File: src/rtl/switch_egress_port.sv
// Egress end of the 4-port switch: captures beats targeted at PORT_ID and merges them round-robin into an output FIFO.
// Latency: a hit at edge N is staged at N and pushed at N+1, so out_valid rises 2 cycles after the hit when the FIFO is empty.
// Backpressure: out_ready stalls the FIFO; a full FIFO blocks grants; a hit on a full, ungranted stage is dropped and counted.
// Ports: clk/rst (sync, active-high); in_valid/in_source/in_target/in_data = transmit buses of all switch ports;
//        out_valid/out_ready/out_source/out_data = show-ahead FIFO head; fifo_count = entries held;
//        drop_cnt = saturating count of lost beats.
module switch_egress_port #(
  parameter int NUM_PORTS = 4,
  parameter int PORT_ID   = 0,
  parameter int DEPTH     = 8
) (
  input  logic                       clk,
  input  logic                       rst,
  input  logic [NUM_PORTS-1:0]       in_valid,
  input  logic [4*NUM_PORTS-1:0]     in_source,
  input  logic [4*NUM_PORTS-1:0]     in_target,
  input  logic [8*NUM_PORTS-1:0]     in_data,
  output logic                       out_valid,
  input  logic                       out_ready,
  output logic [3:0]                 out_source,
  output logic [7:0]                 out_data,
  output logic [$clog2(DEPTH+1)-1:0] fifo_count,
  output logic [7:0]                 drop_cnt
);

  localparam int CW = $clog2(DEPTH + 1);
  localparam int AW = $clog2(DEPTH);
  localparam int PW = $clog2(NUM_PORTS);

  typedef struct packed {
    logic [3:0] source;
    logic [7:0] data;
  } beat_t;

  // Per-input staging registers
  beat_t                stg_dat [NUM_PORTS];
  logic [NUM_PORTS-1:0] stg_full;
  logic [PW-1:0]        rr_ptr;

  // Output FIFO
  beat_t         mem [DEPTH];
  logic [AW-1:0] wr_ptr;
  logic [AW-1:0] rd_ptr;
  logic [CW-1:0] count;
  beat_t         hold_dat;
  beat_t         head;

  logic [NUM_PORTS-1:0] hit;
  logic [NUM_PORTS-1:0] drop;
  logic                 grant_vld;
  logic [PW-1:0]        grant_idx;
  logic [PW-1:0]        scan_idx;
  logic                 push;
  logic                 pop;
  logic [8:0]           drop_sum;
  logic [8:0]           drop_tot;
  logic [7:0]           drop_nxt;

  // Only our own target bit matters; the others are deliberately ignored.
  logic unused_tgt;
  assign unused_tgt = ^in_target;

  assign out_valid  = (count != '0);
  assign pop        = out_valid & out_ready;
  assign fifo_count = count;

  // With nothing queued, the outputs keep showing the last beat handed out.
  assign head       = out_valid ? mem[rd_ptr] : hold_dat;
  assign out_source = head.source;
  assign out_data   = head.data;

  always_comb begin
    hit = '0;
    for (int k = 0; k < NUM_PORTS; k++) begin
      hit[k] = in_valid[k] & in_target[4*k + PORT_ID];
    end
  end

  // Round-robin scan starting at rr_ptr; the first full stage wins.
  always_comb begin
    grant_vld = 1'b0;
    grant_idx = '0;
    scan_idx  = '0;
    for (int k = 0; k < NUM_PORTS; k++) begin
      scan_idx = PW'((int'(rr_ptr) + k) % NUM_PORTS);
      if (!grant_vld && stg_full[scan_idx]) begin
        grant_vld = 1'b1;
        grant_idx = scan_idx;
      end
    end
  end

  // A pop in the same cycle frees a slot, so a full FIFO can still accept.
  assign push = grant_vld & ((count < CW'(DEPTH)) | pop);

  always_comb begin
    drop     = '0;
    drop_sum = '0;
    for (int k = 0; k < NUM_PORTS; k++) begin
      drop[k]  = hit[k] & stg_full[k] & ~(push && (grant_idx == PW'(k)));
      drop_sum = drop_sum + 9'(drop[k]);
    end
    drop_tot = {1'b0, drop_cnt} + drop_sum;
    drop_nxt = drop_tot[8] ? 8'hFF : drop_tot[7:0];
  end

  // Stage occupancy: a hit that is not dropped always (re)loads the stage,
  // which covers both the empty case and refill-while-granted.
  always_ff @(posedge clk) begin
    if (rst) begin
      stg_full <= '0;
      rr_ptr   <= '0;
      drop_cnt <= '0;
    end else begin
      for (int k = 0; k < NUM_PORTS; k++) begin
        if (hit[k] && !drop[k]) begin
          stg_full[k] <= 1'b1;
        end else if (push && (grant_idx == PW'(k))) begin
          stg_full[k] <= 1'b0;
        end
      end
      if (push) begin
        rr_ptr <= (grant_idx == PW'(NUM_PORTS - 1)) ? '0 : grant_idx + PW'(1);
      end
      drop_cnt <= drop_nxt;
    end
  end

  always_ff @(posedge clk) begin
    for (int k = 0; k < NUM_PORTS; k++) begin
      if (hit[k] && !drop[k]) begin
        stg_dat[k] <= '{source: in_source[4*k +: 4], data: in_data[8*k +: 8]};
      end
    end
  end

  always_ff @(posedge clk) begin
    if (rst) begin
      wr_ptr   <= '0;
      rd_ptr   <= '0;
      count    <= '0;
      hold_dat <= '0;
    end else begin
      if (push) begin
        wr_ptr <= wr_ptr + AW'(1);
      end
      if (pop) begin
        rd_ptr   <= rd_ptr + AW'(1);
        hold_dat <= mem[rd_ptr];
      end
      if (push && !pop) begin
        count <= count + CW'(1);
      end else if (pop && !push) begin
        count <= count - CW'(1);
      end
    end
  end

  always_ff @(posedge clk) begin
    if (push) begin
      mem[wr_ptr] <= stg_dat[grant_idx];
    end
  end

endmodule
File: config.mk
export PLATFORM = sky130hd
export DESIGN_NAME = switch_egress_port
export DESIGN_NICKNAME = d
export VERILOG_FILES = /design/src/rtl/switch_egress_port.sv
export SDC_FILE = /design/constraint.sdc
export NUM_CORES = 1
export LEC_CHECK = 0
export ABC_AREA = 1
export CAP_MARGIN = 20
export CORE_MARGIN = 8
export CORE_UTILIZATION = 55
export CTS_CLUSTER_SIZE = 16
export DETAILED_ROUTE_END_ITERATION = 10
export PLACE_DENSITY = 0.83
export SYNTH_ARGS = -nofsm -noshare
export SYNTH_HDL_FRONTEND = slang
export SYNTH_SLANG_ARGS = --single-unit
File: constraint.sdc
create_clock -name clk -period 5 [get_ports clk]
set_clock_uncertainty 0.15 [all_clocks]
set_input_delay 1.25 -clock clk [delete_from_list [all_inputs] [get_ports clk]]
set_output_delay 1.25 -clock clk [all_outputs]
set_load 0.1 [all_outputs]
==> results of run 1 <==
kinds of logic (layout without fill, tap and decap cells):
kind of cell,after synthesis,after routing,share of synthesized area (%)
adders and majority gates,11,11,2.182
and+or+nand+nor,239,239,13.94
muxes,12,12,1.563
buffers and inverters,79,183,4.511
xor gates and xnor gates,8,8,0.9119
DFF,183,183,66.44
AOI/OAI and AO/OA,140,140,10.45
path summary, 6_finish.rpt:
| kind | cells after the start | end | start |
|---|---|---|---|
| setup / recovery | 27 | drop_cnt[5] | rr_ptr[0] |
| hold / removal | 1 | register | rd_ptr[2] |
| setup reg to reg | 27 | drop_cnt[5] | rr_ptr[0] |
| hold reg to reg | 1 | register | rd_ptr[2] |
critical path, delay by kind of cell, from the launching register on:
kind / cells / cell delay, ps
and+or+nand+nor: 12 / 1180
AOI/OAI and AO/OA: 2 / 330
buffers and inverters: 9 / 930
adders and majority gates: 4 / 1340
DFF: 1 / 590
state kept, by name, summed over array words and instances (netlist names), named ones only:
register and count:
rd_ptr 3, fifo_count 4, stg_full 4, stg_dat 48
rr_ptr 2, drop_cnt 8, wr_ptr 3, hold_dat 12
mem 96
report_power, final:
part	leakage, nW	switching [mW]	total [mW]	internal, mW
clock	0.256	0.578	1.21	0.636
combinational	1.58	2.44	3.41	0.976
sequential	1.65	0.130	2.48	2.35
total	3.48	3.15	7.11	3.96
stage by stage:
step	util, %	setup WS [ps]
2_1_floorplan	-	42.26
3_3_place_gp	64.08	455.9
3_5_place_dp	64.08	360.1
4_1_cts	67.92	459.1
5_1_grt	68.18	55.32
6_report	68.18	410.5
layout by cell type, fill, tap and decap left out, drive strengths merged, types with 2 or more instances in the layout:
| master | count |
|---|---|
| a211oi | 3 |
| a21oi | 28 |
| buf | 30 |
| clkbuf | 17 |
| clkdlybuf4s50 | 71 |
| clkinv | 10 |
| clkinvlp | 2 |
| dfxtp | 39 |
| edfxtp | 144 |
| fa | 4 |
| ha | 7 |
| inv | 53 |
| mux2i | 12 |
| nand2 | 124 |
| nand3 | 31 |
| nor2 | 78 |
| nor3 | 2 |
| o21ai | 84 |
| o221ai | 12 |
| o32ai | 12 |
| xor2 | 7 |
cell usage after synthesis, drive strengths merged (2+ instances only):
cell type | n | area share [%]
inv | 49 | 2.5
edfxtp | 144 | 56
nand2 | 124 | 6.6
o32ai | 12 | 1.4
nor2 | 78 | 4.1
a211oi | 3 | 0.29
o221ai | 12 | 1.4
fa | 4 | 1.0
xor2 | 7 | 0.80
nor3 | 2 | 0.13
a21oi | 28 | 1.8
dfxtp | 39 | 10
buf | 10 | 1.1
ha | 7 | 1.1
nand3 | 31 | 2.4
clkbuf | 19 | 0.93
o21ai | 84 | 5.5
mux2i | 12 | 1.6
area by class of cell:
cell class | instances | area [µm²] | share of cell area, %
flip-flops and latches | 183 | 5105 | 54.36
multi-input cells | 410 | 2232 | 23.77
repair buffers | 101 | 1106 | 11.78
clock buffers | 17 | 425.4 | 4.530
well taps | 180 | 225.2 | 2.398
inverters | 50 | 192.7 | 2.052
clock inverters | 15 | 103.9 | 1.106
routing by layer:
metal	part of all wire, %	vias up	GRT usage (%)
met2	50	219	31.81
met4	1.9	0	8.671
met1	40	2553	21.72
met5	0	-	0
li1	-	2534	-
met3	7.7	35	5.797
==> metrics list, run 1 <==
* # IOs: 96
- Area of placed instances: roughly 8800 µm²
* Setup Total Neg Slack: 0 ps
* Post-route fraction of the period consumed by the critical path: between 90% and 100%
- Counting stages on the worst path, the most repeated cell is inv_1.
- Post-synthesis instance area: a little under 8000 µm²
* Post-cts repair resize count: 0
- During synthesis, Yosys emitted a total of 0 warnings.
* H-Tree Level Count: 4
- Post CTS Setup Buffer Count: 0
- In this run the remaining antenna-violating nets after routing total 0.
- Across all hold checks on the routed design, the worst slack comes to just over 300 ps.
- Initial standard-cell utilization of the core: 55.79%
- The critical path is of the reg2reg type.
- The final hold violation count came to 0.
* Syn-to-layout area delta: 22.21%
* RSZ-0062 raised after global routing: false
- Yosys mapped a number of flops with a built-in enable equal to about 140.
- Along the worst path, the maximum fanout reaches 15.
- Maximum number of pins on one net before global-route repair: slightly below 50
* Endpoint kind of the worst setup timing path: register
* Leakage dissipation: about 3.5 nW
- Arrival time at the worst endpoint: approximately 4800 ps
- Global-route usage over all layers: a little under a fifth
* Vias in the first global route: 5373
* Net count of the mapped netlist: 754
- In this run the power density over the cells is about 760 nW/µm².
- Row generation in the floorplan step produced 43 rows.
- In this run, placement finished with an instance count of ~900.
- The clock reaches the later pin of the worst-skew pair after between 400 and 500 ps.
- Minimum clock period: 4589 ps
- TritonCTS clock tree: done
* Final-report setup violation count: 0
- At the end of the flow, the number of nets in the layout was 845.
- FFs w/ async S/R, synth: 0%
- Max-slew violation total from the final report: 0
* Final Instance Count excl. Fillers: around 960
- Vert. Die Dim: between 100 and 150 µm
- Horiz. Die Dim: between 100 and 150 µm
- The tool flagged a number of max-cap violations equal to 0.
- Worst supply voltage drop on vdd: about 0.00029 V
- For this run, the detailed router's first-pass iteration total came to 7.
- Total congestion overflow after global routing: 0
- Routed length per placed instance: 17.31 µm
* Via-per-instance ratio: between 5 and 6
* Antenna diodes: 0
- The floorplan step defined a core boundary enclosing roughly 14000 µm².
* Number of register bits inferred by synthesis: ~180
* Initial antenna violation count: 0
* Final total power: between 7 and 8 mW
- Wire length after detailed routing: about 17000 µm
* Post-synthesis cell count: about 670
* Filler instances: around 970
* Final GP Congestion: 0.8110
- The cell sitting at the root of the clock tree is a clkbuf_16.
- The worst setup path is launched from a register.
* Reg2reg setup slack: between 400 and 500 ps
- Worst Hold Class: reg2reg
* Clock slew at the register clock pins of the worst setup and hold paths: 70 ps
* Sequential share of the synthesized area: about 66%
- First-pass GRT wire length: between 20000 and 30000 µm
- Buffers placed on the I/O ports in this run total slightly above 80.
- Count of different cell masters after synthesis: 38
* Max Freq: between 200 and 250 MHz
- The flow ran to the end, and the final reports show no timing, DRC or antenna violations.
- Data on the critical path is required at its endpoint by 5230 ps.
- The finished cells cover between 9000 and 10000 µm².
* Worst slew pin tran: 972.2 ps
- After detailed routing, the number of remaining DRC violations is 0.
- Slowest cell on crit path: dfxtp_1
* Primary flip-flop cell chosen by synthesis mapping: edfxtp_1
- The floorplan step defined a die boundary enclosing between 15000 and 20000 µm².
- Detailed placement ended at an HPWL of approximately 11000 µm.
* Max-slew headroom: between 30% and 40%
- Number of hold buffers added after cts: 0
- DRC violation total after the first TritonRoute iteration: 550
- Max Buffers Root-to-Sink: 2
- On the worst path, the slowest cell contributes a delay of just under 600 ps.
- For this design, the sink count on the clock tree is approximately 180.
- The number of clock buffers added by TritonCTS is 17.
* Via Count: around 5300
* Fraction of layout cells with a size suffix above 1: roughly a tenth
- Post-synthesis area per instance: 11.43 µm²
Note: power is estimated with default switching activity, not from simulation.
==> run 2, diff against run 1 <==
ABC_AREA = not set   (was 1)
==> metrics list, run 2 <==
* Filler instances: 888 (-8.7%)
- The worst-case register-to-register setup slack is 770 ps (+360 ps).
- The maximum ir drop on the vdd rail came to 0.0003441 V (+17%).
- The total stage count of the critical path is 14 (-48%).
- Max Freq: 226.9 MHz (+4.1%)
- Number of register bits inferred by synthesis: 183 (unchanged)
- Peak per-stage delay on the critical path: 470 ps (-120 ps)
- TritonCTS clock tree: done
- The endpoint identified for the worst register-to-register timing path is drop_cnt[6].
* Power per cell area: 605.6 nW/µm² (-20%)
- Maximum net fanout on the critical path: 5 (-10)
- Ranked by instance count, the synthesized netlist is headed by edfxtp_1 (144), mux2i_1 (51), nor2_1 (45), dfxtp_1 (39), a21oi_1 (27).
- Compared with the post-synthesis result, the final layout area differs by 22.04%.
- Total core area: 13240 µm² (-3.9%)
- The number of max-slew violations in the final report came to 0 (unchanged).
- The fraction of the mapped netlist area in compound gates is 5.237% (-5.2 points).
- The library cells used most frequently in the layout, excluding fill and tap cells, are edfxtp_1 (144), clkdlybuf4s50_1 (71), mux2i_1 (51).
- The area taken by flip-flops and latches came to 5105 µm² (unchanged).
* Post-Synth Simple-Gate Area: 6.416% (-7.5 points)
- Area used by multi-input combinational logic: 2200 µm² (-1.5%)
- Initial antenna violation count: 0 (unchanged)
- The total congestion overflow after global routing was 0 (unchanged).
* Initial standard-cell utilization of the core: 56.10% (+0.32 points)
- The share of cells above drive strength 1 came to 18.43% (+7.9 points).
* Clock slew at the register clock pins of the worst setup and hold paths: 70 ps (about the same)
* Critical path start-end classification: in2reg
- Fraction of the mapped netlist area in adder cells: 2.257% (+0.075 points)
- Final routed DRC violation total: 0 (unchanged)
- Vias in the first global route: 4471 (-17%)
- The floorplan die width came to 132.2 µm (-1.5%).
- CP bufs+invs: 3 (-6)
- Endpoint of the worst setup timing path: drop_cnt[6]
- Worst slew pin tran: 1010 ps (+37.51 ps)
* Post-route fraction of the period consumed by the critical path: 88.16% (-3.6 points)
* DRC violation total after the first TritonRoute iteration: 339 (-38%)
- The core occupancy in the finished layout is 68.47% (+0.29 points).
- The number of top-level pins was 96 (unchanged).
- The first-pass GRT wire length is 22980 µm (-13%).
- Minimum clock period: 4408 ps (-181.6 ps)
- PnR worst setup slack: 592.1 ps (+181.6 ps)
* Clock sink total: 183 (unchanged)
* Area of placed instances: 8479 µm² (-3.9%)
- The library cell used most frequently in the layout, excluding fill and tap cells, is edfxtp_1.
- Sequential share of the synthesized area: 68.71% (+2.3 points)
- Slowest cell on crit path: fa_1
- Crit-path most repeated cell: fa_1
* Number of hold-slack violations in the final timing report: 0 (unchanged)
* Remaining antenna violation count after routing: 0 (unchanged)
- The synthesized area came to 7430 µm² (-3.3%).
- Maximum number of pins on one net before global-route repair: 29 (-41%)
- The share of synthesized flip-flops with an asynchronous set or reset was 0% (unchanged).
* Critical Path Start Type: input port
- The post-cts repair resize count is 0 (unchanged).
* Status: finished, final reports clean
- The worst setup path is captured at a register.
- The count of unique library cells instantiated by Yosys came to 46 (+21%).
- The number of antenna diodes is 0 (unchanged).
- The share of cell area taken by muxes after synthesis was 14.15% (+13 points).
- In this run the critical register-to-register path is launched from stg_full[0].
- The largest registers in the layout are mem x96, stg_dat x48, hold_dat x12.
- Clock latency of the later-clocked register in the worst-skew pair: 420 ps (-20 ps)
- Cells traversed along the worst timing path: clkdlybuf4s50_1 > nor2b_1 > a31o_2 > inv_2 > a31oi_1 > nand2_1 > fa_1 > fa_1 > inv_1 > fa_1 > and3_1 > and3_1 > and3b_1 > nor3_1
- Final-report setup violation count: 0 (unchanged)
- Count of buffers inserted at the top-level ports: 83 (unchanged)
* Inserted Clock Buffers: 17 (unchanged)
- Via-per-instance ratio: 5.581 (-0.11%)
- The final total negative setup slack was 0 ps (unchanged).
* Vert. Die Dim: 132.2 µm (-1.5%)
- The max-slew headroom at the worst pin was 32.47% (-2.5 points).
- Post-synthesis share of cell area spent on xor and xnor gates: 0.9431% (+0.031 points)
* Count leader, synth: edfxtp_1
- The tree is rooted in a clkbuf_16.
- Number of nets in the final layout: 644 (-24%)
- The worst setup slack after placement is 212.4 ps (-147.7 ps).
- Routed length per placed instance: 19.17 µm (+11%)
- The number of H-tree levels was 4 (unchanged).
- The cell family contributing the most delay on the critical path is adder cells.
- Via Count: 4191 (-22%)
* Portion of synthesized cell area occupied by the leading cell type: 58.20% (+1.9 points)
- The number of cells on the worst reg-to-reg path is 18 (-33%).
- Max Buffers Root-to-Sink: 2 (unchanged)
* Post CTS Setup Buffer Count: 0 (unchanged)
* Top reg by flops: mem
* Number of flops mapped to enable cells by yosys: 144 (unchanged)
- The worst hold margin came to 339.4 ps (+34.00 ps).
* Primary flip-flop cell chosen by synthesis mapping: edfxtp_1
* Global-route usage over all layers: 17.01% (-1.9 points)
* DPL Wire Length: 9736 µm (-12%)
- Overall die area: 17480 µm² (-2.9%)
- The biggest area contributor in the post-synthesis netlist is edfxtp_1.
- In this run the worst setup path begins at out_ready.
- The data arrival at the endpoint of the critical path is 4540 ps (-280 ps).
* RSZ-0062 raised after global routing: false
* Main combinational cell family by area after synthesis: multiplexers
* Wire length after detailed routing: 14400 µm (-13%)
- Worst Hold Class: reg2reg
- Yosys warnings: 0 (unchanged)
- In the post-synthesis netlist, the biggest area contributors are edfxtp_1 (58%), dfxtp_1 (11%), mux4_2 (7.3%).
- Leakage dissipation: 3.098 nW (-11%)
- Required time reported for the critical path endpoint: 5130 ps (-100 ps)
- The post-synthesis net count came to 547 (-27%).
- Number of hold buffers added after cts: 0 (unchanged)
- The gate count after technology mapping came to 465 (-31%).
- Total number of placement rows: 42 (-2.3%)
* Final GP Congestion: 0.7828 (-3.5%)
- The number of flip-flops under the largest register name came to 96 (unchanged).
* Design area: 9067 µm² (-3.4%)
- Detailed Routing Iterations Pass 1: 4 (-3)
- The per-instance average area after synthesis came to 15.98 µm² (+40%).
- Count of max-cap constraint violations: 0 (unchanged)
==> run 2: cell types whose count changed in the layout (fill, tap and decap cells not counted), moves of 16 or more <==
cell | before | now
nor2_1 | 76 | 45
o21ai_1 | 18 | 2
mux4_2 | 0 | 24
nand3_1 | 27 | 5
o21ai_0 | 65 | 3
inv_1 | 43 | 12
mux2i_1 | 12 | 51
nand2_1 | 115 | 20
==> run 2: metal layers <==
| metal | wire length [µm] | GRT usage, % |
|---|---|---|
| met1 | 5805 | 19.08 |
| met2 | 7528 | 29.54 |
| met3 | 829 | 4.535 |
| met4 | 234 | 8.139 |
| met5 | 0 | 0 |
==> run 2: cells by family after synthesis <==
kind of cell	count (synthesis)
and+or+nand+nor	100
buffers and inverters	34
muxes	75
DFF	183
adders and majority gates	11
AOI/OAI and AO/OA	54
xor gates and xnor gates	8
==> run 2: worst min-delay path by stage <==
| stage | startpoint | to | cells past startpoint | slack (ps) |
|---|---|---|---|---|
| 2_1_floorplan | rr_ptr[1] | rr_ptr[1] | 2 | 300 |
| 4_1_cts | rd_ptr[1] | register | 2 | 340 |
| 6_report | rd_ptr[1] | register | 2 | 340 |
| 3_3_place_gp | rr_ptr[1] | rr_ptr[1] | 2 | 310 |
| 3_5_place_dp | rr_ptr[1] | rr_ptr[1] | 2 | 330 |
| 5_1_grt | rd_ptr[1] | rd_ptr[1] | 2 | 370 |
==> run 2: cell type report <==
cell class              count  area share (%)
clock inverters            15           1.545
clock buffers              17           4.692
well taps                 176           2.429
flip-flops and latches    183           56.30
multi-input cells         248           24.26
repair buffers             99           10.24
inverters                  13          0.5382
==> run 2: worst register-to-register path, stage by stage, from the launching register on <==
cell	delay, ps
dfxtp_1	340
nor2b_1	160
o21ai_1	130
o21ai_1	140
nor2_1	140
buf_4	270
inv_1	100
ha_1	210
nor2b_1	130
nor2_1	230
nand3_1	150
fa_1	500
fa_1	430
inv_1	90
fa_1	260
and3_1	260
and3_1	200
and3b_1	170
nor3_1	40
==> run 2: where the power goes <==
group	internal, mW	switching [mW]	total (mW)
Combinational	0.637	1.63	2.27
Clock	0.658	0.604	1.26
Sequential	1.86	0.0964	1.96
Total	3.16	2.33	5.49
==> run 2: metrics by stage <==
| stage | std cells | power (mW) |
|---|---|---|
| final | 751 | 5.491 |
| after global routing | 751 | 5.718 |
| after CTS | 749 | 5.527 |
| after detailed placement | 717 | 4.268 |
| after global placement | 717 | 4.204 |
| after floorplan | 465 | 3.803 |
==> run 3, diff against run 2 <==
CORE_UTILIZATION = 40   (was 55)
PLACE_DENSITY = 0.65   (was 0.83)
==> metrics list, run 3 (same netlist as run 2, synthesis figures left out) <==
* Status: finished, final reports clean
- Initial standard-cell utilization of the core: 40.26% (-16 points)
- Max Used Layer: met4
* Total congestion overflow after global routing: 0 (unchanged)
- The maximum ir drop on the vdd rail came to 0.0002811 V (-18%).
* Area of placed instances: 8597 µm² (+1.4%)
- Endpoint of the worst setup timing path: drop_cnt[6]
- Total number of placement rows: 50 (+19%)
* Worst setup path startpoint: out_ready
- Required time reported for the critical path endpoint: 5150 ps (+20 ps)
* Via Count: 4131 (-1.4%)
* Vert. Die Dim: 152.3 µm (+15%)
* Highest-count cells in the layout ignoring fill and taps: edfxtp_1 (144), clkdlybuf4s50_1 (71), mux2i_1 (51)
- Number of nets in the final layout: 648 (+0.62%)
- The largest registers in the layout are mem x96, stg_dat x48, hold_dat x12.
* Max-slew headroom: 33.60% (+1.1 points)
- Design area: 9178 µm² (+1.2%)
* Cells traversed along the worst timing path: clkdlybuf4s50_1 > nor2b_1 > a31o_2 > inv_2 > a31oi_1 > nand2_1 > fa_1 > fa_1 > inv_1 > fa_1 > and3_1 > and3_1 > and3b_1 > nor3_1
- TritonCTS clock tree: done
* Count of buffers inserted at the top-level ports: 83 (unchanged)
- The number of H-tree levels was 4 (unchanged).
- DRC violation total after the first TritonRoute iteration: 231 (-32%)
- Initial antenna violation count: 0 (unchanged)
- Reg2reg setup slack: 870 ps (+100 ps)
- RSZ-0062 raised after global routing: false
- The cell sitting at the root of the clock tree is a clkbuf_16.
- Via-per-instance ratio: 5.081 (-8.9%)
- Syn-to-layout area delta: 23.53%
- Global-route usage over all layers: 12.61% (-4.4 points)
- The post-cts repair resize count came to 0 (unchanged).
- The final total negative setup slack is 0 ps (unchanged).
- Power per cell area: 601.8 nW/µm² (-0.62%)
* Number of placed cells counting well taps: 781 (+8.9%)
- Peak per-stage delay on the critical path: 470 ps (about the same)
- The total wirelength of the detailed-routed design was 14220 µm (-1.3%).
- First-pass GRT wire length: 22800 µm (-0.78%)
* Endpoint kind of the worst setup timing path: register
* Placement-stage worst setup slack: 352.1 ps (+139.8 ps)
- Total core area: 18460 µm² (+39%)
- The final count of negative-setup-slack endpoints came to 0 (unchanged).
- Clock slew at the register clock pins of the worst setup and hold paths: 70 ps (about the same)
* Leakage dissipation: 3.123 nW (+0.83%)
* Stages on the worst setup path: 14 (unchanged)
* Worst Reg-to-Reg Cells: 18 (unchanged)
- The post-detailed-route wirelength per cell is 17.49 µm (-8.8%).
- Launch instance of the worst register-to-register path: stg_full[0]
- Clock latency of the later-clocked register in the worst-skew pair: 420 ps (about the same)
* Worst slew pin tran: 992.9 ps (-16.83 ps)
* Arrival time at the worst endpoint: 4340 ps (-200 ps)
- The maximum number of pins on one net before global-route repair came to 38 (+31%).
- The path class of the tightest hold or removal check is reg2reg.
- The slowest stage of the critical path is the fa_1 cell.
- The non-filler instance count after layout came to 813 (+8.3%).
* Sum of met2 wire segment lengths after detailed routing: 7030 µm (-6.6%)
- The met1 routed wirelength after detailed routing came to 6508 µm (+12%).
- The routability congestion estimate was 0.7611 (-2.8%).
* DPL Wire Length: 9837 µm (+1.0%)
* Antenna diodes: 0 (unchanged)
* CP bufs+invs: 3 (unchanged)
* Vias in the first global route: 4309 (-3.6%)
- Max Buffers Root-to-Sink: 2 (unchanged)
- The first-pass iteration count of the detailed router is 4 (unchanged).
- The library cell used most frequently in the layout, excluding fill and tap cells, is edfxtp_1.
- PnR worst setup slack: 804.0 ps (+211.9 ps)
- STA classifies the critical path startpoint as an input port.
- On the critical path the largest part of the delay comes from adder cells.
- Horiz. Die Dim: 152.3 µm (+15%)
- Crit-path most repeated cell: fa_1
- Clock sink total: 183 (unchanged)
- The share of cells above drive strength 1 is 19.00% (+0.56 points).
- The total met3 wirelength after detailed routing was 538 µm (-35%).
- Critical path start-end classification: in2reg
- The number of max-slew violations in the final report came to 0 (unchanged).
- The buffers inserted during post-CTS setup optimization came to 0 (unchanged).
- The core occupancy in the finished layout is 49.73% (-19 points).
- The endpoint identified for the worst register-to-register timing path is drop_cnt[6].
- Remaining antenna violation count after routing: 0 (unchanged)
- The number of hold buffers added after cts is 0 (unchanged).
* # IOs: 96 (unchanged)
- Final routed DRC violation total: 0 (unchanged)
- Max Freq: 238.3 MHz (+5.1%)
- The worst hold margin came to 343.5 ps (+4.093 ps).
- Post-route fraction of the period consumed by the critical path: 83.92% (-4.2 points)
- The final hold violation count came to 0 (unchanged).
* Max reg flops: 96 (unchanged)
- The final period demand of the worst path is 4196 ps (-211.9 ps).
- The biggest fanout along the worst timing path was 5 (unchanged).
- Final total power: 5.523 mW (+0.59%)
- Top reg by flops: mem
- Overall die area: 23190 µm² (+33%)
* Count of max-cap constraint violations: 0 (unchanged)
- Inserted Clock Buffers: 17 (unchanged)
run 3: final cells by class:
type	count	area [µm²]
flip-flops and latches	183	5105
well taps	234	292.8
clock inverters	15	155.1
fillers	1545	9278
repair buffers	103	950.9
inverters	13	48.80
multi-input cells	248	2200
clock buffers	17	425.4
run 3: worst reg2reg max path: cells and delay by family, from the launching register on:
kind	cells	cell delay (ps)
AND/OR/NAND/NOR	9	1360
adder cells (fa/ha/maj)	4	1380
buffers and inverters	3	480
AO/OA/AOI/OAI	2	300
flip-flops	1	350
run 3: worst min path at each step:
stage,from,endpoint,cells past startpoint
6_report,rd_ptr[1],rd_ptr[1],2
3_3_place_gp,rr_ptr[1],rr_ptr[1],2
3_5_place_dp,rd_ptr[1],register,2
2_1_floorplan,rr_ptr[1],rr_ptr[1],2
5_1_grt,rr_ptr[1],rr_ptr[1],2
4_1_cts,rd_ptr[1],rd_ptr[1],2
run 3: metal layers:
layer / global-route usage (%) / up-vias
met4: 3.570 / 0
met3: 3.233 / 10
li1: - / 1964
met5: 0 / -
met2: 21.27 / 89
met1: 15.78 / 2068
run 3: power by group:
part | internal, mW | switching (mW)
clock | 0.669 | 0.622
combinational | 0.645 | 1.63
sequential | 1.86 | 0.0940
==> patch 1, RTL diff (flow settings as in run 2) <==
Register the output `drop_cnt` once more, with the module's reset; this adds one clock of latency there. The other outputs are not delayed to match.
--- a/src/rtl/switch_egress_port.sv
+++ b/src/rtl/switch_egress_port.sv
@@ -31,6 +31,8 @@
     logic [3:0] source;
     logic [7:0] data;
   } beat_t;
+
+  logic [7:0] drop_cnt_s0;
 
   // Per-input staging registers
   beat_t                stg_dat [NUM_PORTS];
@@ -100,7 +102,7 @@
       drop[k]  = hit[k] & stg_full[k] & ~(push && (grant_idx == PW'(k)));
       drop_sum = drop_sum + 9'(drop[k]);
     end
-    drop_tot = {1'b0, drop_cnt} + drop_sum;
+    drop_tot = {1'b0, drop_cnt_s0} + drop_sum;
     drop_nxt = drop_tot[8] ? 8'hFF : drop_tot[7:0];
   end
 
@@ -110,7 +112,7 @@
     if (rst) begin
       stg_full <= '0;
       rr_ptr   <= '0;
-      drop_cnt <= '0;
+      drop_cnt_s0 <= '0;
     end else begin
       for (int k = 0; k < NUM_PORTS; k++) begin
         if (hit[k] && !drop[k]) begin
@@ -122,7 +124,7 @@
       if (push) begin
         rr_ptr <= (grant_idx == PW'(NUM_PORTS - 1)) ? '0 : grant_idx + PW'(1);
       end
-      drop_cnt <= drop_nxt;
+      drop_cnt_s0 <= drop_nxt;
     end
   end
 
@@ -162,4 +164,12 @@
     end
   end
 
+  always_ff @(posedge clk) begin
+    if (rst) begin
+      drop_cnt <= '0;
+    end else begin
+      drop_cnt <= drop_cnt_s0;
+    end
+  end
+
 endmodule
Function: changed (a bounded check fails within 4 cycles, from zero or initial values and one cycle with rst high).
==> patch 1 against run 2 <==
Area after synthesis is 2.7% higher; sequential cell count is 8 higher; cell area is 1.8% higher; sequential power is 3% higher; total power is 0.24% higher; hold slack worse by 0.0023 ns; routed wire length is 0.11% lower; worst setup slack better by 0.15 ns; clock power is 3% lower; register-to-register slack better by 0.07 ns; via count hardly changed; largest cell class unchanged; highest routed layer unchanged.
==> patch 1: results (changes against run 2) <==
power_and_ir_drop:
  ir_drop_mv: 0.3599  # was 0.3441 mV
  combPwrFrac_pct: 41.0  # was 41.4%
  p_sw_share_pct: 41.46  # was 42.52%
synthesis:
  synth_edf_count: 144  # unchanged
  synthesis.nets: 561  # was 547
  synth_area_leaders: "edfxtp_1, dfxtp_1, mux4_2, mux2i_1, nor2_1"  # unchanged
  syn_avg_cell_area_sq_um: 15.93  # was 15.98 sq um
  ys_seq_area_share_pct: 69.02  # was 68.71%
  netlist-cell-type-count: 45  # was 46
global_route:
  grtUsageMet2_pct: 28.51  # was 29.54%
  grt_pass1_vias: 4473  # was 4471
  grt_max_degree: 46  # was 29
  gr-usage-all-layers_pct: 16.97  # was 17.01%
  grt_pass1_wl_um: 23280  # was 22980 um
  gr-usage-met1_pct: 19.76  # was 19.08%
  grt.met3_usage_pct: 4.749  # was 4.535%
cells_and_area:
  drive_above_1_share_pct: 18.54  # was 18.43%
  fillers: 944  # was 888
  fin_nets: 657  # was 644
critical_path:
  cp_max_fo: 7  # was 5
  crit_arrival_ns: 4.45  # was 4.54 ns
placed_design:
  dp.final_hpwl_um: 9738  # was 9736 um
  post-place-ws_ns: 0.3386  # was 0.2124 ns
  dpl.cell_count: 734  # was 717
  placed_area_sq_mm: 0.008682  # was 0.008479 sq mm
  gp_congestion: 0.8035  # was 0.7828
routing:
  met2_length_um: 7315  # was 7528 um
  wl_met3_um: 827  # was 829 um
  wirelength_um: 14380  # was 14400 um
  vias: 4195  # was 4191
  drt_iter0_drc: 306  # was 339
  via_per_inst: 5.462  # was 5.581
status:
  status: "completed"  # unchanged
patch 1: cell count changes after synthesis, moves of 2 or more:
| cell | run 2 | this run |
|---|---|---|
| a31oi_1 | 1 | 3 |
| clkbuf_1 | 10 | 13 |
| nor2b_1 | 7 | 14 |
| dfxtp_1 | 39 | 47 |
| nand2_1 | 20 | 18 |
| nor2_1 | 45 | 41 |
| mux2i_1 | 51 | 49 |
| and3_1 | 3 | 1 |
patch 1: kinds of logic after synthesis:
group	synth area share, %
flip-flops	69.02
AND/OR/NAND/NOR	6.331
AO/OA/AOI/OAI	5.478
buffers and inverters	2.427
adder cells (fa/ha/maj)	2.198
XOR/XNOR	1.033
multiplexers	13.51
patch 1: final timing paths:
check                               startpoint        endpoint  slack [ns]  cells past startpoint
worst max-delay path                 out_ready  drop_cnt_s0[1]        0.75                     14
worst min-delay path            drop_cnt_s0[0]     drop_cnt[0]        0.34                      2
worst max register to register     stg_full[0]  drop_cnt_s0[1]        0.84                     17
worst min register to register  drop_cnt_s0[0]     drop_cnt[0]        0.34                      2
patch 1: power by group through the flow:
stage | logic (W) | registers [W] | clock network, W
global placement | 0.00222 | 0.00204 | 0
floorplan | 0.00174 | 0.00212 | 0
CTS | 0.00228 | 0.00203 | 0.00124
global route | 0.00240 | 0.00204 | 0.00130
finish | 0.00226 | 0.00202 | 0.00122
detailed placement | 0.00227 | 0.00206 | 0
patch 1: layout make-up:
| type | instances | area share (%) |
|---|---|---|
| sequential | 191 | 57.03 |
| timing repair buffer | 101 | 10.08 |
| clock buffer | 21 | 4.906 |
| clock inverter | 11 | 0.8810 |
| tap | 180 | 2.440 |
| inverter | 14 | 0.5693 |
| multi-input combinational | 250 | 24.09 |
==> patch 2, RTL diff (flow settings as in run 2) <==
Without the edit above. Set the parameter `DEPTH` to 32 (it was 8).
--- a/src/rtl/switch_egress_port.sv
+++ b/src/rtl/switch_egress_port.sv
@@ -7,7 +7,7 @@
 module switch_egress_port #(
   parameter int NUM_PORTS = 4,
   parameter int PORT_ID   = 0,
-  parameter int DEPTH     = 8
+  parameter int DEPTH     = 32
 ) (
   input  logic                       clk,
   input  logic                       rst,
Interface: changed (resized fifo_count); port bits go from 96 to 98. No check against the original RTL was run, so the function may have changed too.
==> patch 2 against run 2 <==
Routed wire length grew to 2.9 times the old value; area after synthesis grew to 2.6 times the old value; total power is 110% higher; sequential share of layout area rose by 5.7 points; synthesized cell count rose to 2.6 times the old value; cell area grew 150%; sequential cell count up 296; global-route usage increased by 2.7 points; register-to-register slack improved by 0.32 ns; worst setup slack worse by 0.24 ns; largest power group is now registers.
==> patch 2: results (changes against run 2) <==
critical_path:
  crit_arrival_ns: 3.24  # was 4.54 ns
  rrSetupSlack_ns: 1.09  # was 0.77 ns
  r2r_end: "drop_cnt[1]"  # was drop_cnt[6]
  worstSetupPathType: "flop to output pin"  # was input port to flop
  endpoint: "out_data[4]"  # was drop_cnt[6]
  worstRegToRegCells: 14  # was 18
die:
  core_sq_mm: 0.03446  # was 0.01324 sq mm
routing:
  firstDrtPassIters: 6  # was 4
  met2_length_um: 19980  # was 7528 um
  drt_iter0_drc: 1109  # was 339
  wl_met1_um: 16240  # was 5805 um
  wl_met3_um: 3466  # was 829 um
  wirelength_um: 41120  # was 14400 um
global_route:
  grt.met3_usage_pct: 4.001  # was 4.535%
  gr-usage-met1_pct: 25.13  # was 19.08%
  gr-usage-all-layers_pct: 19.68  # was 17.01%
  grt_pass1_wl_um: 63000  # was 22980 um
  grt_max_degree: 45  # was 29
  grtUsageMet2_pct: 32.47  # was 29.54%
status:
  status: "completed"  # unchanged
power_and_ir_drop:
  powerSeq_w: 0.00481  # was 0.00196 W
  ir_drop_mv: 0.6766  # was 0.3441 mV
  pg_comb_w: 0.00351  # was 0.00227 W
  p_leak_nw: 7.329  # was 3.098 nW
  p_int_w: 0.007759  # was 0.003156 W
synthesis:
  synthMuxAreaShare_pct: 11.92  # was 14.15%
  netlist-cell-type-count: 53  # was 46
  ys_seq_area_share_pct: 72.38  # was 68.71%
  synth_edf_count: 432  # was 144
  synth_compound_area_share_pct: 6.561  # was 5.237%
  synth_xor_area_share_pct: 0.6835  # was 0.9431%
  synth_area_leaders: "edfxtp_1, mux2i_1, dfxtp_1, a22oi_1, nor2_1"  # was edfxtp_1, dfxtp_1, mux4_2, mux2i_1, nor2_1
clock_network:
  clockBufferDepth: 3  # was 2
  htreeDepth: 2  # was 4
  cts_buffers: 47  # was 17
cells_and_area:
  top_regs: "mem x384, stg_dat x48, hold_dat x12"  # was mem x96, stg_dat x48, hold_dat x12
  fin_nets: 1437  # was 644
  multi_input_area_share_pct: 21.95  # was 24.26%
  clk_share_pct: 6.342  # was 6.237%
  multi_input_cells: 657  # was 248
  signal_buffers: 148  # was 99
  inverters: 16  # was 13
  seq_share_pct: 62.04  # was 56.30%
  drive_above_1_share_pct: 11.62  # was 18.43%
placed_design:
  gp_congestion: 0.8668  # was 0.7828
  port-buffer-count: 85  # was 83
  post-place-ws_ns: 0.2313  # was 0.2124 ns
  placed_area_sq_mm: 0.02095  # was 0.008479 sq mm
  dpl.cell_count: 1752  # was 717
timing:
  final.period_utilization_pct: 92.87  # was 88.16%
[patch 2: changes by cell type after synthesis, sizes merged, moves of 14 or more]
| cell | run 2 | this run |
|---|---|---|
| edfxtp | 144 | 432 |
| buf | 11 | 39 |
| nor2 | 46 | 90 |
| mux2i | 51 | 229 |
| mux4 | 24 | 0 |
| o22ai | 0 | 25 |
| nand2 | 20 | 85 |
| clkbuf | 10 | 24 |
| a22oi | 0 | 96 |
[patch 2: how the worst min path moves through the flow]
stage,from,end,depth (start not counted)
final,hold_dat[6],hold_dat[6],2
after global routing,hold_dat[5],hold_dat[5],2
after CTS,hold_dat[6],hold_dat[6],2
after detailed placement,hold_dat[6],hold_dat[6],2
after global placement,hold_dat[5],hold_dat[5],2
after floorplan,hold_dat[11],hold_dat[11],2
[patch 2: critical path: stages (launching register included)]
cell	delay (ns)
dfxtp_4	0.65
buf_12	0.35
mux2i_1	0.13
a22oi_1	0.20
nand2_1	0.15
o22ai_1	0.37
nor2_1	0.15
a21oi_1	0.40
buf_12	0.23
